<file path="config.mk">
export PLATFORM = sky130hd
export DESIGN_NAME = param_stack
export DESIGN_NICKNAME = d
export VERILOG_FILES = /design/src/rtl/param_stack.sv
export SDC_FILE = /design/constraint.sdc
export NUM_CORES = 1
export LEC_CHECK = 0
export CAP_MARGIN = 20
export CORE_UTILIZATION = 40
export CTS_CLUSTER_SIZE = 30
export DETAILED_ROUTE_END_ITERATION = 16
export PLACE_DENSITY = 0.61
export REMOVE_ABC_BUFFERS = 1
export SLEW_MARGIN = 20
export SYNTH_ARGS = -nofsm -noshare
export SYNTH_HDL_FRONTEND = slang
export SYNTH_SLANG_ARGS = --single-unit
</file>
<file path="constraint.sdc">
create_clock -name CLK -period 3 [get_ports CLK]
set_input_delay 0.6 -clock CLK [delete_from_list [all_inputs] [get_ports CLK]]
set_output_delay 0.6 -clock CLK [all_outputs]
set_load 0.005 [all_outputs]
</file>
<file path="src/rtl/param_stack.sv">
// ---------------------------------------------------------------------------
// param_stack
// Parameterised LIFO stack with a registered top-of-stack peek, occupancy
// count, high-water mark and sticky overflow/underflow flags.
//
// Ports
//   CLK        in   1      clock, all state changes on the rising edge
//   RST        in   1      synchronous active-high reset
//   PUSH       in   1      push request
//   POP        in   1      pop request
//   CLEAR      in   1      synchronous flush of the contents (keeps HWM/flags)
//   ERR_CLR    in   1      clears the sticky error flags
//   DATA_IN    in   WIDTH  word to push
//   DATA_OUT   out  WIDTH  registered top of stack, 0 when empty
//   COUNT      out  CNT_W  current occupancy 0..DEPTH
//   HWM        out  CNT_W  highest occupancy seen since reset
//   FULL       out  1      COUNT == DEPTH
//   EMPTY      out  1      COUNT == 0
//   OVERFLOW   out  1      sticky: a push was rejected while full
//   UNDERFLOW  out  1      sticky: a pop was rejected while empty
// ---------------------------------------------------------------------------
module param_stack #(
    parameter int WIDTH = 4,
    parameter int DEPTH = 8,
    localparam int CNT_W = $clog2(DEPTH + 1)
) (
    input  logic             CLK,
    input  logic             RST,
    input  logic             PUSH,
    input  logic             POP,
    input  logic             CLEAR,
    input  logic             ERR_CLR,
    input  logic [WIDTH-1:0] DATA_IN,
    output logic [WIDTH-1:0] DATA_OUT,
    output logic [CNT_W-1:0] COUNT,
    output logic [CNT_W-1:0] HWM,
    output logic             FULL,
    output logic             EMPTY,
    output logic             OVERFLOW,
    output logic             UNDERFLOW
);

    localparam int IDX_W = $clog2(DEPTH);
    localparam logic [CNT_W-1:0] DEPTH_C = CNT_W'(DEPTH);

    // Storage is deliberately not reset; DATA_OUT is tracked separately so
    // stale entries can never leak out.
    logic [WIDTH-1:0] r_mem [DEPTH];
    logic [CNT_W-1:0] r_count;
    logic [CNT_W-1:0] r_hwm;
    logic [WIDTH-1:0] r_dout;
    logic             r_ovf;
    logic             r_unf;

    logic             w_full;
    logic             w_empty;
    logic [CNT_W-1:0] w_count_nxt;
    logic [WIDTH-1:0] w_dout_nxt;
    logic             w_wr_en;
    logic [IDX_W-1:0] w_wr_idx;
    logic [IDX_W-1:0] w_rd_idx;
    logic             w_ovf_set;
    logic             w_unf_set;

    assign w_full   = (r_count == DEPTH_C);
    assign w_empty  = (r_count == {CNT_W{1'b0}});
    // Entry just below the current top; becomes the new top after a pop.
    assign w_rd_idx = IDX_W'(r_count - CNT_W'(2));

    // Next-state decode for count, peek register, storage write and error events
    always_comb begin
        w_count_nxt = r_count;
        w_dout_nxt  = r_dout;
        w_wr_en     = 1'b0;
        w_wr_idx    = IDX_W'(r_count);
        w_ovf_set   = 1'b0;
        w_unf_set   = 1'b0;
        if (CLEAR) begin
            w_count_nxt = {CNT_W{1'b0}};
            w_dout_nxt  = {WIDTH{1'b0}};
        end else begin
            case ({PUSH, POP})
                2'b10: begin
                    if (w_full) begin
                        w_ovf_set = 1'b1;
                    end else begin
                        w_wr_en     = 1'b1;
                        w_wr_idx    = IDX_W'(r_count);
                        w_count_nxt = r_count + CNT_W'(1);
                        w_dout_nxt  = DATA_IN;
                    end
                end
                2'b01: begin
                    if (w_empty) begin
                        w_unf_set = 1'b1;
                    end else begin
                        w_count_nxt = r_count - CNT_W'(1);
                        if (r_count >= CNT_W'(2)) begin
                            w_dout_nxt = r_mem[w_rd_idx];
                        end else begin
                            w_dout_nxt = {WIDTH{1'b0}};
                        end
                    end
                end
                2'b11: begin
                    // Simultaneous push/pop replaces the top; on an empty
                    // stack it degenerates to a plain push.
                    w_wr_en    = 1'b1;
                    w_dout_nxt = DATA_IN;
                    if (w_empty) begin
                        w_wr_idx    = {IDX_W{1'b0}};
                        w_count_nxt = CNT_W'(1);
                    end else begin
                        w_wr_idx    = IDX_W'(r_count - CNT_W'(1));
                        w_count_nxt = r_count;
                    end
                end
                default: begin
                    w_count_nxt = r_count;
                end
            endcase
        end
    end

    // Storage write port (no reset on the array)
    always_ff @(posedge CLK) begin
        if (!RST && w_wr_en) begin
            r_mem[w_wr_idx] <= DATA_IN;
        end
    end

    // Control state: occupancy, peek, high-water mark and sticky flags
    always_ff @(posedge CLK) begin
        if (RST) begin
            r_count <= {CNT_W{1'b0}};
            r_hwm   <= {CNT_W{1'b0}};
            r_dout  <= {WIDTH{1'b0}};
            r_ovf   <= 1'b0;
            r_unf   <= 1'b0;
        end else begin
            r_count <= w_count_nxt;
            r_dout  <= w_dout_nxt;
            if (w_count_nxt > r_hwm) begin
                r_hwm <= w_count_nxt;
            end
            // A new error in the same cycle as ERR_CLR keeps the flag set.
            r_ovf <= w_ovf_set | (r_ovf & ~ERR_CLR);
            r_unf <= w_unf_set | (r_unf & ~ERR_CLR);
        end
    end

    assign DATA_OUT  = r_dout;
    assign COUNT     = r_count;
    assign HWM       = r_hwm;
    assign FULL      = w_full;
    assign EMPTY     = w_empty;
    assign OVERFLOW  = r_ovf;
    assign UNDERFLOW = r_unf;

endmodule

</file>
==> results of run 1 <==
==> final cells by class <==
| type | instances | area share |
|---|---|---|
| sequential | 46 | 0.415 |
| multi-input combinational | 131 | 0.338 |
| timing repair buffer | 57 | 0.168 |
| tap | 72 | 0.0301 |
| clock buffer | 5 | 0.0230 |
| inverter | 13 | 0.0180 |
| clock inverter | 3 | 0.00711 |
==> logic make-up (layout without fill, tap and decap cells) <==
kind of cell / after synthesis / count (layout) / share of synthesized area
XOR/XNOR: 2 / 2 / 0.00737
AND/OR/NAND/NOR: 67 / 67 / 0.155
AO/OA/AOI/OAI: 37 / 37 / 0.102
flip-flops: 46 / 46 / 0.522
buffers and inverters: 27 / 78 / 0.0537
multiplexers: 14 / 14 / 0.101
adder cells (fa/ha/maj): 11 / 11 / 0.0579
==> synthesized netlist by cell type (2+ instances only) <==
library cell   n
a31oi_1        5
o22ai_1        5
inv_1         12
o32ai_1        3
nand2_1       10
nor2b_1        7
or2_2          3
clkbuf_1       3
buf_2          8
xnor2_1        2
mux2i_1        6
ha_1          11
nand2b_1       4
nor3b_1        2
nor2_1        20
nor3_1         8
edfxtp_1      32
mux4_2         8
a21oi_1       12
nand3b_1       2
dfxtp_1       14
nand3_1        2
o21ai_0        3
==> through the flow <==
stage | setup slack, ns | std cells
floorplan | -0.345 | 190
global placement | -0.0627 | 316
detailed placement | -0.0800 | 316
CTS | 0.0780 | 324
global route | 0.00330 | 327
finish | 0.152 | 327
==> registers in the layout, summed over array words and instances, names as in the netlist <==
signal	flops
r_mem	32
COUNT	4
DATA_OUT	4
HWM	4
OVERFLOW	1
UNDERFLOW	1
==> timing repair <==
| item | in CTS | in global routing |
|---|---|---|
| setup endpoints to repair | 0 | 3 |
| gates resized for setup | 0 | 4 |
| buffers inserted | 0 | 3 |
==> power groups by stage <==
| stage | Sequential [mW] | Combinational, mW | Clock, mW |
|---|---|---|---|
| after floorplan | 0.716 | 0.111 | 0 |
| after global placement | 0.709 | 0.239 | 0 |
| after detailed placement | 0.709 | 0.238 | 0 |
| after CTS | 0.694 | 0.239 | 0.391 |
| after global routing | 0.696 | 0.271 | 0.416 |
| final | 0.694 | 0.245 | 0.376 |
==> worst max-delay path by stage <==
stage / start / endpoint / depth (start not counted)
final: COUNT[0] / HWM[2] / 13
after global routing: COUNT[0] / HWM[2] / 15
after CTS: COUNT[0] / HWM[2] / 15
after detailed placement: PUSH / HWM[2] / 13
after global placement: POP / HWM[2] / 12
after floorplan: COUNT[0] / HWM[2] / 12
==> metal layers <==
layer | vias to the layer above | GRT usage
li1 | 851 | -
met1 | 806 | 0.256
met2 | 41 | 0.252
met3 | 8 | 0.0402
met4 | 0 | 0.0600
met5 | - | 0
==> critical path, cell delays in order (launching register included) <==
cell and delay [ns]:
dfxtp_1 0.32, inv_2 0.08, ha_2 0.17, or3b_4 0.39, ha_1 0.28, o22ai_1 0.17, a21oi_1 0.08, or2_2 0.28
ha_1 0.27, and4_1 0.17, a21oi_1 0.04, buf_4 0.15, or3_1 0.30, o41ai_1 0.06
==> summary.txt, run 1 <==
Timing
  • Remaining max-slew budget at the tightest pin: 0.721
  • Least-Margin Pin Slew: 0.419 ns
  • Worst clock skew: 0.00734 ns
  • Max-slew violation count: 0
  • Number of hold-slack violations in the final timing report: 0
  • Share of the clock period used by the worst path after layout: 0.949
  • Fin crit period: 2.85 ns
  • Setup TNS after final layout: 0 ns
  • Hold_ws: 0.501 ns
  • RSZ-0062 raised after global routing: no
  • # setup viols final: 0
  • Peak Freq: 351 MHz

Yosys
  • Post-synthesis cell type with the largest combined area: edfxtp_1
  • Largest cells by area after synthesis: edfxtp_1 40%, dfxtp_1 12%, mux4_2 7.6%, ha_1 5.8%, nor2_1 3.2%
  • Portion of synthesized cell area occupied by the leading cell type: 0.404
  • Count of different cell masters after synthesis: 45
  • Cell count after synthesis: 204
  • Sequential-to-total area share from yosys stat: 0.522
  • Number of enable-type register cells in the synthesized netlist: 32
  • Number of synthesized register bits: 46
  • Synthesized cell area: 2380 sq um
  • Yosys warnings: 0
  • Top FF cell, synth: edfxtp_1
  • Syn_area_per_cell: 11.6 sq um
  • Post-synth ARST share: 0

Final layout
  • Number of nets in the layout: 275
  • Storage element area: 1240 sq um
  • Share of the core filled with cells: 0.533
  • Post-route design area: 2990 sq um
  • Most common library cell in the layout ignoring fill and taps: edfxtp_1
  • Area occupied by multi-input gates: 1010 sq um
  • Layout fillers: 512
  • Proportion of layout cells with a drive suffix above 1: 0.235
  • Area Overhead vs Synth: 25.9%
  • Count of inserted antenna diode cells: 0
  • Most frequent cells in the layout: 32 x edfxtp_1, 31 x buf_4, 25 x clkdlybuf4s50_1

Run
  • Maxcap violations: 0

Die
  • Effective utilization at floorplan: 0.424
  • Die area: 6250 sq um
  • Standard-cell rows: 27
  • Die height: 79.1 um
  • Floorplan Core Area: 5610 sq um
  • Top-level I/O count: 26
  • Horizontal die dimension: 79.1 um

Critical path
  • Worst-case register-to-register setup slack: 0.15 ns
  • Arrival time at the worst endpoint: 3.05 ns
  • Data required time of the worst path: 3.20 ns
  • Crit Reg-Reg Startpoint: COUNT[0]
  • Crit path max fanout: 6
  • Critical path class: flop to flop
  • R2R depth: 13
  • Kind of start point of the critical path: flop
  • Destination of the worst register-to-register timing path: HWM[2]
  • CP Capture Type: flop

Power and ir drop
  • Overall power consumption: 1.32 mW
  • Sequential share of power: 0.528
  • Clock group share of total power: 0.286
  • Part of the total power dissipated in combinational logic: 0.186
  • P per Cell Area: 440 nW/um^2
  • Psw: 0.334 mW
  • Leak Pwr: 1.07 nW
  • Internal power: 0.981 mW
  • Worst IR Drop VDD: 0.251 mV
  • Switching fraction of total power: 0.254

Drt
  • Number of detailed-route iterations in the first pass: 5
  • Residual DRC count: 0
  • Routed len/inst: 14.7 um
  • Post-detailed-routing wire length: 4820 um
  • Number of DRC violations after detailed-routing iteration 0: 110
  • WL met1: 2340 um
  • Routed via count divided by cell count: 5.22
  • Number of nets still failing antenna checks after routing: 0
  • Highest metal layer used by the detailed router: met4
  • Total via count in the routed design: 1706
  • Total met2 wirelength after detailed routing: 2140 um
  • Total met3 wirelength after detailed routing: 247 um

Clock tree
  • H-tree levels: 2
  • Clock network latency to the later pin of the worst-skew pair: 0.30 ns
  • Buffers from clock root to sink, at most: 2
  • Clk pin slew, worst setup/hold paths: 0.09 ns
  • Count of clock tree sinks: 46
  • Cts-stage hold buffer count: 0
  • Root cell of the clock tree: clkbuf_8
  • Clock buffer count from CTS: 5
  • TritonCTS clock tree: done

Place
  • Half-perimeter wire length of the detailed placement result: 3590 um
  • Area of placed instances: 2870 sq um
  • Buffers on Ports: 25
  • Gpl congestion: 0.799

Status
  • Run status: finished, final reports clean

Global route
  • Via count of the first global-routing pass: 1658
  • Maximum number of pins on one net before global-route repair: 21
  • Leftover overflow at the end of global routing: 0
  • Number of antenna violations at the first check in global routing: 0
  • First-pass GRT wire length: 8180 um
  • Global routing usage summed across all routing layers: 0.174

Worst hold path
  • Hold path cells: 2
  • Worst hold path type: flop to flop
  • Worst hold path startpoint: HWM[0]
  • Hold Path Sink: HWM[0]
(Power assumes the default switching activity.)
==> inputs of run 2 (changes only) <==
- CORE_ASPECT_RATIO: unset -> 0.6
==> summary.txt, run 2 (synthesis gave the netlist of run 1 again) <==
Power and ir drop
  • P per Cell Area: 440 nW/um^2 (about the same)
  • Overall power consumption: 1.34 mW (+1.6%)
  • Worst IR Drop VDD: 0.259 mV (+3.5%)
  • Leak Pwr: 1.11 nW (+4.0%)

Place
  • Half-perimeter wire length of the detailed placement result: 4150 um (+16%)
  • Gpl congestion: 0.878 (+10%)
  • Buffers on Ports: 25 (unchanged)

Run
  • Maxcap violations: 0 (unchanged)

Final layout
  • Number of nets in the layout: 281 (+2.2%)
  • Most frequent cells in the layout: 37 x buf_4, 32 x edfxtp_1, 24 x clkdlybuf4s50_1
  • Area Overhead vs Synth: 27.9%
  • Count of inserted antenna diode cells: 0 (unchanged)
  • Storage element area: 1240 sq um (+0.10%)
  • Largest register by flop count: r_mem
  • Proportion of layout cells with a drive suffix above 1: 0.245 (+0.00992)
  • Most common library cell in the layout ignoring fill and taps: buf_4
  • Layout fillers: 506 (-1.2%)
  • Max reg flops: 32 (unchanged)
  • Area occupied by multi-input gates: 1010 sq um (-0.12%)

Drt
  • Highest metal layer used by the detailed router: met4
  • Routed len/inst: 16.3 um (+11%)
  • Total met3 wirelength after detailed routing: 296 um (+20%)
  • Total met2 wirelength after detailed routing: 2030 um (-5.3%)
  • Post-detailed-routing wire length: 5560 um (+15%)
  • Number of DRC violations after detailed-routing iteration 0: 136 (+24%)
  • Routed via count divided by cell count: 5.11 (-2.0%)
  • Number of nets still failing antenna checks after routing: 0 (unchanged)
  • Residual DRC count: 0 (unchanged)
  • WL met1: 3220 um (+37%)
  • Total via count in the routed design: 1744 (+2.2%)
  • Number of detailed-route iterations in the first pass: 4 (-1)

Critical path
  • Critical path class: flop to flop
  • CP Capture Type: flop
  • Kind of start point of the critical path: flop
  • Crit path max fanout: 5 (-1)
  • Arrival time at the worst endpoint: 2.99 ns (-0.06 ns)
  • Data required time of the worst path: 3.21 ns (about the same)

Die
  • Horizontal die dimension: 102 um (+28%)
  • Top-level I/O count: 26 (unchanged)
  • Floorplan Core Area: 5650 sq um (+0.74%)
  • Standard-cell rows: 21 (-22%)
  • Die height: 61.7 um (-22%)
  • Die area: 6260 sq um (+0.17%)
  • Effective utilization at floorplan: 0.421 (-0.00310)

Clock tree
  • Count of clock tree sinks: 46 (unchanged)
  • Clk pin slew, worst setup/hold paths: 0.09 ns (about the same)
  • Post-CTS setup repair buffer count: 0 (unchanged)
  • Root cell of the clock tree: clkbuf_8
  • Post-CTS resize count: 0 (unchanged)
  • TritonCTS clock tree: done
  • Buffers from clock root to sink, at most: 2 (unchanged)
  • Clock buffer count from CTS: 5 (unchanged)
  • Clock network latency to the later pin of the worst-skew pair: 0.30 ns (about the same)
  • H-tree levels: 2 (unchanged)
  • Cts-stage hold buffer count: 0 (unchanged)

Global route
  • Via count of the first global-routing pass: 1656 (-0.12%)
  • First-pass GRT wire length: 8940 um (+9.3%)
  • Maximum number of pins on one net before global-route repair: 19 (-9.5%)
  • Leftover overflow at the end of global routing: 0 (unchanged)
  • Global routing usage summed across all routing layers: 0.199 (+0.0247)
  • Number of antenna violations at the first check in global routing: 0 (unchanged)

Timing
  • Max-slew violation count: 0 (unchanged)
  • Hold_ws: 0.505 ns (+0.00365 ns)
  • Number of hold-slack violations in the final timing report: 0 (unchanged)
  • Fin crit period: 2.79 ns (-0.0600 ns)
  • # setup viols final: 0 (unchanged)
  • Least-Margin Pin Slew: 0.651 ns (+0.232 ns)
  • Share of the clock period used by the worst path after layout: 0.929 (-0.0200)
  • Remaining max-slew budget at the tightest pin: 0.566 (-0.155)
  • Peak Freq: 359 MHz (+2.2%)
  • Worst clock skew: 0.0131 ns (+0.00580 ns)
  • RSZ-0062 raised after global routing: no

Status
  • Run status: finished, final reports clean

Worst hold path
  • Worst hold path type: flop to flop
==> run 2: final timing paths <==
kind | slack [ns] | depth (start not counted) | from | end
min | 0.51 | 2 | HWM[0] | HWM[0]
max | 0.21 | 13 | COUNT[1] | HWM[1]
max reg2reg | 0.21 | 13 | COUNT[1] | HWM[1]
min reg2reg | 0.51 | 2 | HWM[0] | HWM[0]
==> run 2: metal layers <==
metal	vias up	GRT usage
met2	44	0.252
met1	831	0.335
met3	2	0.0414
met5	-	0
met4	0	0.0373
li1	867	-
==> run 2: critical path, stage by stage, from the launching register on <==
cell and delay, ns:
dfxtp_1 0.32, inv_1 0.08, ha_1 0.15, or3b_1 0.36, ha_1 0.30, o22ai_1 0.19
a21oi_1 0.07, or2_2 0.28, ha_1 0.27, and4_1 0.18, a21oi_2 0.16, buf_6 0.14
nand2_1 0.07, o32ai_1 0.13
==> run 2: area by class of cell <==
cell class | instances | area share
clock buffers | 5 | 0.0226
well taps | 80 | 0.0329
repair buffers | 63 | 0.178
multi-input cells | 131 | 0.333
clock inverters | 3 | 0.00700
flip-flops and latches | 46 | 0.409
inverters | 13 | 0.0177
==> run 2: power by group <==
| group | total (mW) | switching, mW | internal (mW) |
|---|---|---|---|
| Clock | 0.392 | 0.227 | 0.164 |
| Sequential | 0.695 | 0.00595 | 0.689 |
| Combinational | 0.249 | 0.126 | 0.123 |
| Total | 1.34 | 0.360 | 0.976 |
==> run 2: through the flow <==
stage | TNS, ns | setup slack [ns] | utilization | cell area (sq um) | cells
floorplan | -1.19 | -0.345 | - | 2300 | 190
global placement | -0.348 | -0.140 | 0.520 | 2940 | 333
detailed placement | -0.563 | -0.165 | 0.520 | 2940 | 333
CTS | 0 | 0.106 | 0.536 | 3030 | 341
global route | 0 | 0.000370 | 0.538 | 3040 | 341
finish | 0 | 0.212 | 0.538 | 3040 | 341
==> inputs of run 3 (changes only) <==
- CTS_BUF_LIST: unset -> sky130_fd_sc_hd__clkbuf_2
- MAX_ROUTING_LAYER: unset -> met4
==> summary.txt, run 3 (synthesis gave the netlist of run 1 again) <==
Timing
  • Max-slew violation count: 0 (unchanged)
  • Remaining max-slew budget at the tightest pin: 0.575 (+0.00859)
  • Worst clock skew: 0.0256 ns (+0.0125 ns)
  • Fin crit period: 2.84 ns (+0.0475 ns)
  • Share of the clock period used by the worst path after layout: 0.945 (+0.0158)
  • # setup viols final: 0 (unchanged)
  • Peak Freq: 353 MHz (-1.7%)
  • Setup TNS after final layout: 0 ns (unchanged)
  • Number of hold-slack violations in the final timing report: 0 (unchanged)
  • Least-Margin Pin Slew: 0.638 ns (-0.0129 ns)

Clock tree
  • H-tree levels: 2 (unchanged)
  • Post-CTS setup repair buffer count: 0 (unchanged)
  • TritonCTS clock tree: done
  • Clock buffer count from CTS: 5 (unchanged)
  • Count of clock tree sinks: 46 (unchanged)
  • Buffers from clock root to sink, at most: 2 (unchanged)
  • Clock network latency to the later pin of the worst-skew pair: 0.42 ns (+0.12 ns)
  • Post-CTS resize count: 0 (unchanged)
  • Root cell of the clock tree: clkbuf_2
  • Clk pin slew, worst setup/hold paths: 0.24 ns (+0.15 ns)
  • Cts-stage hold buffer count: 0 (unchanged)

Final layout
  • Area Overhead vs Synth: 26.7%
  • Storage element area: 1240 sq um (+0.10%)
  • Max reg flops: 32 (unchanged)
  • Count of inserted antenna diode cells: 0 (unchanged)
  • Most frequent cells in the layout: 37 x buf_4, 32 x edfxtp_1, 25 x clkdlybuf4s50_1
  • Cell Count, Final, Fillers Out: 341 (unchanged)
  • Layout fillers: 512 (+1.2%)
  • Most common library cell in the layout ignoring fill and taps: buf_4
  • Number of nets in the layout: 281 (unchanged)
  • Area occupied by multi-input gates: 1030 sq um (+1.6%)
  • Largest register by flop count: r_mem
  • Proportion of layout cells with a drive suffix above 1: 0.261 (+0.0153)

Global route
  • Number of antenna violations at the first check in global routing: 0 (unchanged)
  • Via count of the first global-routing pass: 1658 (+0.12%)
  • First-pass GRT wire length: 8940 um (unchanged)
  • Leftover overflow at the end of global routing: 0 (unchanged)
  • Maximum number of pins on one net before global-route repair: 19 (unchanged)
  • Global routing usage summed across all routing layers: 0.205 (+0.00600)

Status
  • Run status: finished, final reports clean

Drt
  • Number of DRC violations after detailed-routing iteration 0: 159 (+17%)
  • Residual DRC count: 0 (unchanged)
  • Routed via count divided by cell count: 5.18 (+1.3%)
  • Number of nets still failing antenna checks after routing: 0 (unchanged)
  • Number of detailed-route iterations in the first pass: 4 (unchanged)
  • Routed len/inst: 16.4 um (+0.72%)
  • Total via count in the routed design: 1767 (+1.3%)
  • Post-detailed-routing wire length: 5600 um (+0.72%)

Critical path
  • Data required time of the worst path: 3.34 ns (+0.13 ns)
  • R2R depth: 13 (unchanged)
  • CP Capture Type: flop
  • Most frequent cell on the critical path: ha_1
  • Count of buffer and inverter cells on the critical path: 2 (unchanged)
  • Arrival time at the worst endpoint: 3.18 ns (+0.19 ns)
  • Crit path max fanout: 5 (unchanged)
  • Cell-by-cell listing of the critical path: inv_1 -> ha_1 -> or3b_4 -> ha_1 -> o22ai_2 -> a21oi_1 -> or2_2 -> ha_1 -> and4_1 -> a21oi_2 -> buf_6 -> nand2_1 -> o32ai_1
  • Kind of start point of the critical path: flop
  • Critical path's slowest cell: or3b_4
  • Critical path class: flop to flop
  • Stages on the worst setup path: 13 (unchanged)
  • Delay of the slowest critical-path stage: 0.38 ns (+0.02 ns)
  • Cell type group with the largest total delay on the critical path: simple AND/OR/NAND/NOR gates

Power and ir drop
  • Part of the total power dissipated in combinational logic: 0.208 (+0.021)
  • Clock group share of total power: 0.225 (-0.068)
  • Sequential share of power: 0.567 (+0.047)
  • P per Cell Area: 408 nW/um^2 (-7.2%)
  • Leak Pwr: 1.09 nW (-2.1%)
  • Psw: 0.354 mW (-1.6%)
  • Worst IR Drop VDD: 0.176 mV (-32%)
  • Switching fraction of total power: 0.288 (+0.0190)
  • Internal power: 0.874 mW (-10%)

Die
  • Effective utilization at floorplan: 0.421 (unchanged)
  • Horizontal die dimension: 102 um (unchanged)
  • Floorplan Core Area: 5650 sq um (unchanged)
  • Top-level I/O count: 26 (unchanged)
  • Die area: 6260 sq um (unchanged)
  • Standard-cell rows: 21 (unchanged)
  • Die height: 61.7 um (unchanged)

Place
  • Half-perimeter wire length of the detailed placement result: 4150 um (unchanged)
  • Gpl congestion: 0.893 (+1.7%)
  • Number of placed cells counting well taps: 333 (unchanged)
  • Buffers on Ports: 25 (unchanged)

Run
  • Maxcap violations: 0 (unchanged)

Worst hold path
  • Worst hold path type: flop to flop
  • Hold path cells: 2 (unchanged)
## run 3: stage by stage
stage	power, mW	setup slack (ns)	hold WS [ns]	utilization	instance area, sq um
2_1_floorplan	0.827	-0.345	0.481	-	2300
3_3_place_gp	0.945	-0.140	0.491	0.520	2940
3_5_place_dp	0.948	-0.165	0.482	0.520	2940
4_1_cts	1.22	0.131	0.521	0.528	2980
5_1_grt	1.28	-0.00887	0.548	0.533	3010
6_report	1.23	0.165	0.522	0.533	3010
## run 3: power groups by stage
stage | logic, mW | registers [mW] | clock network, mW
after global routing | 0.279 | 0.698 | 0.307
final | 0.255 | 0.696 | 0.276
after floorplan | 0.111 | 0.716 | 0
after detailed placement | 0.238 | 0.709 | 0
after CTS | 0.240 | 0.696 | 0.280
after global placement | 0.236 | 0.709 | 0
## run 3: worst reg2reg max path: cells and delay by family (launching register included)
| family | cells | cell delay [ns] |
|---|---|---|
| DFF | 1 | 0.37 |
| and+or+nand+nor | 4 | 0.92 |
| buffers and inverters | 2 | 0.23 |
| adders and majority gates | 3 | 0.74 |
| AOI/OAI and AO/OA | 4 | 0.54 |
## run 3: final timing paths
kind                 end      from  slack [ns]
setup reg to reg  HWM[0]  COUNT[1]        0.16
hold / removal    HWM[0]    HWM[0]        0.52
setup / recovery  HWM[0]  COUNT[1]        0.16
hold reg to reg   HWM[0]    HWM[0]        0.52
## run 3: area by class of cell
cell class              count  area share
flip-flops and latches     46       0.413
multi-input cells         131       0.341
repair buffers             63       0.179
well taps                  80      0.0333
inverters                  13      0.0179
clock buffers               5     0.00831
clock inverters             3     0.00707
## run 3: routing by layer
layer / global-route usage / wire length, um / up-vias
met2: 0.253 / 2060 / 52
met4: 0.0311 / 21 / 0
met5: - / 0 / -
li1: - / - / 865
met1: 0.335 / 3180 / 848
met3: 0.0414 / 341 / 2
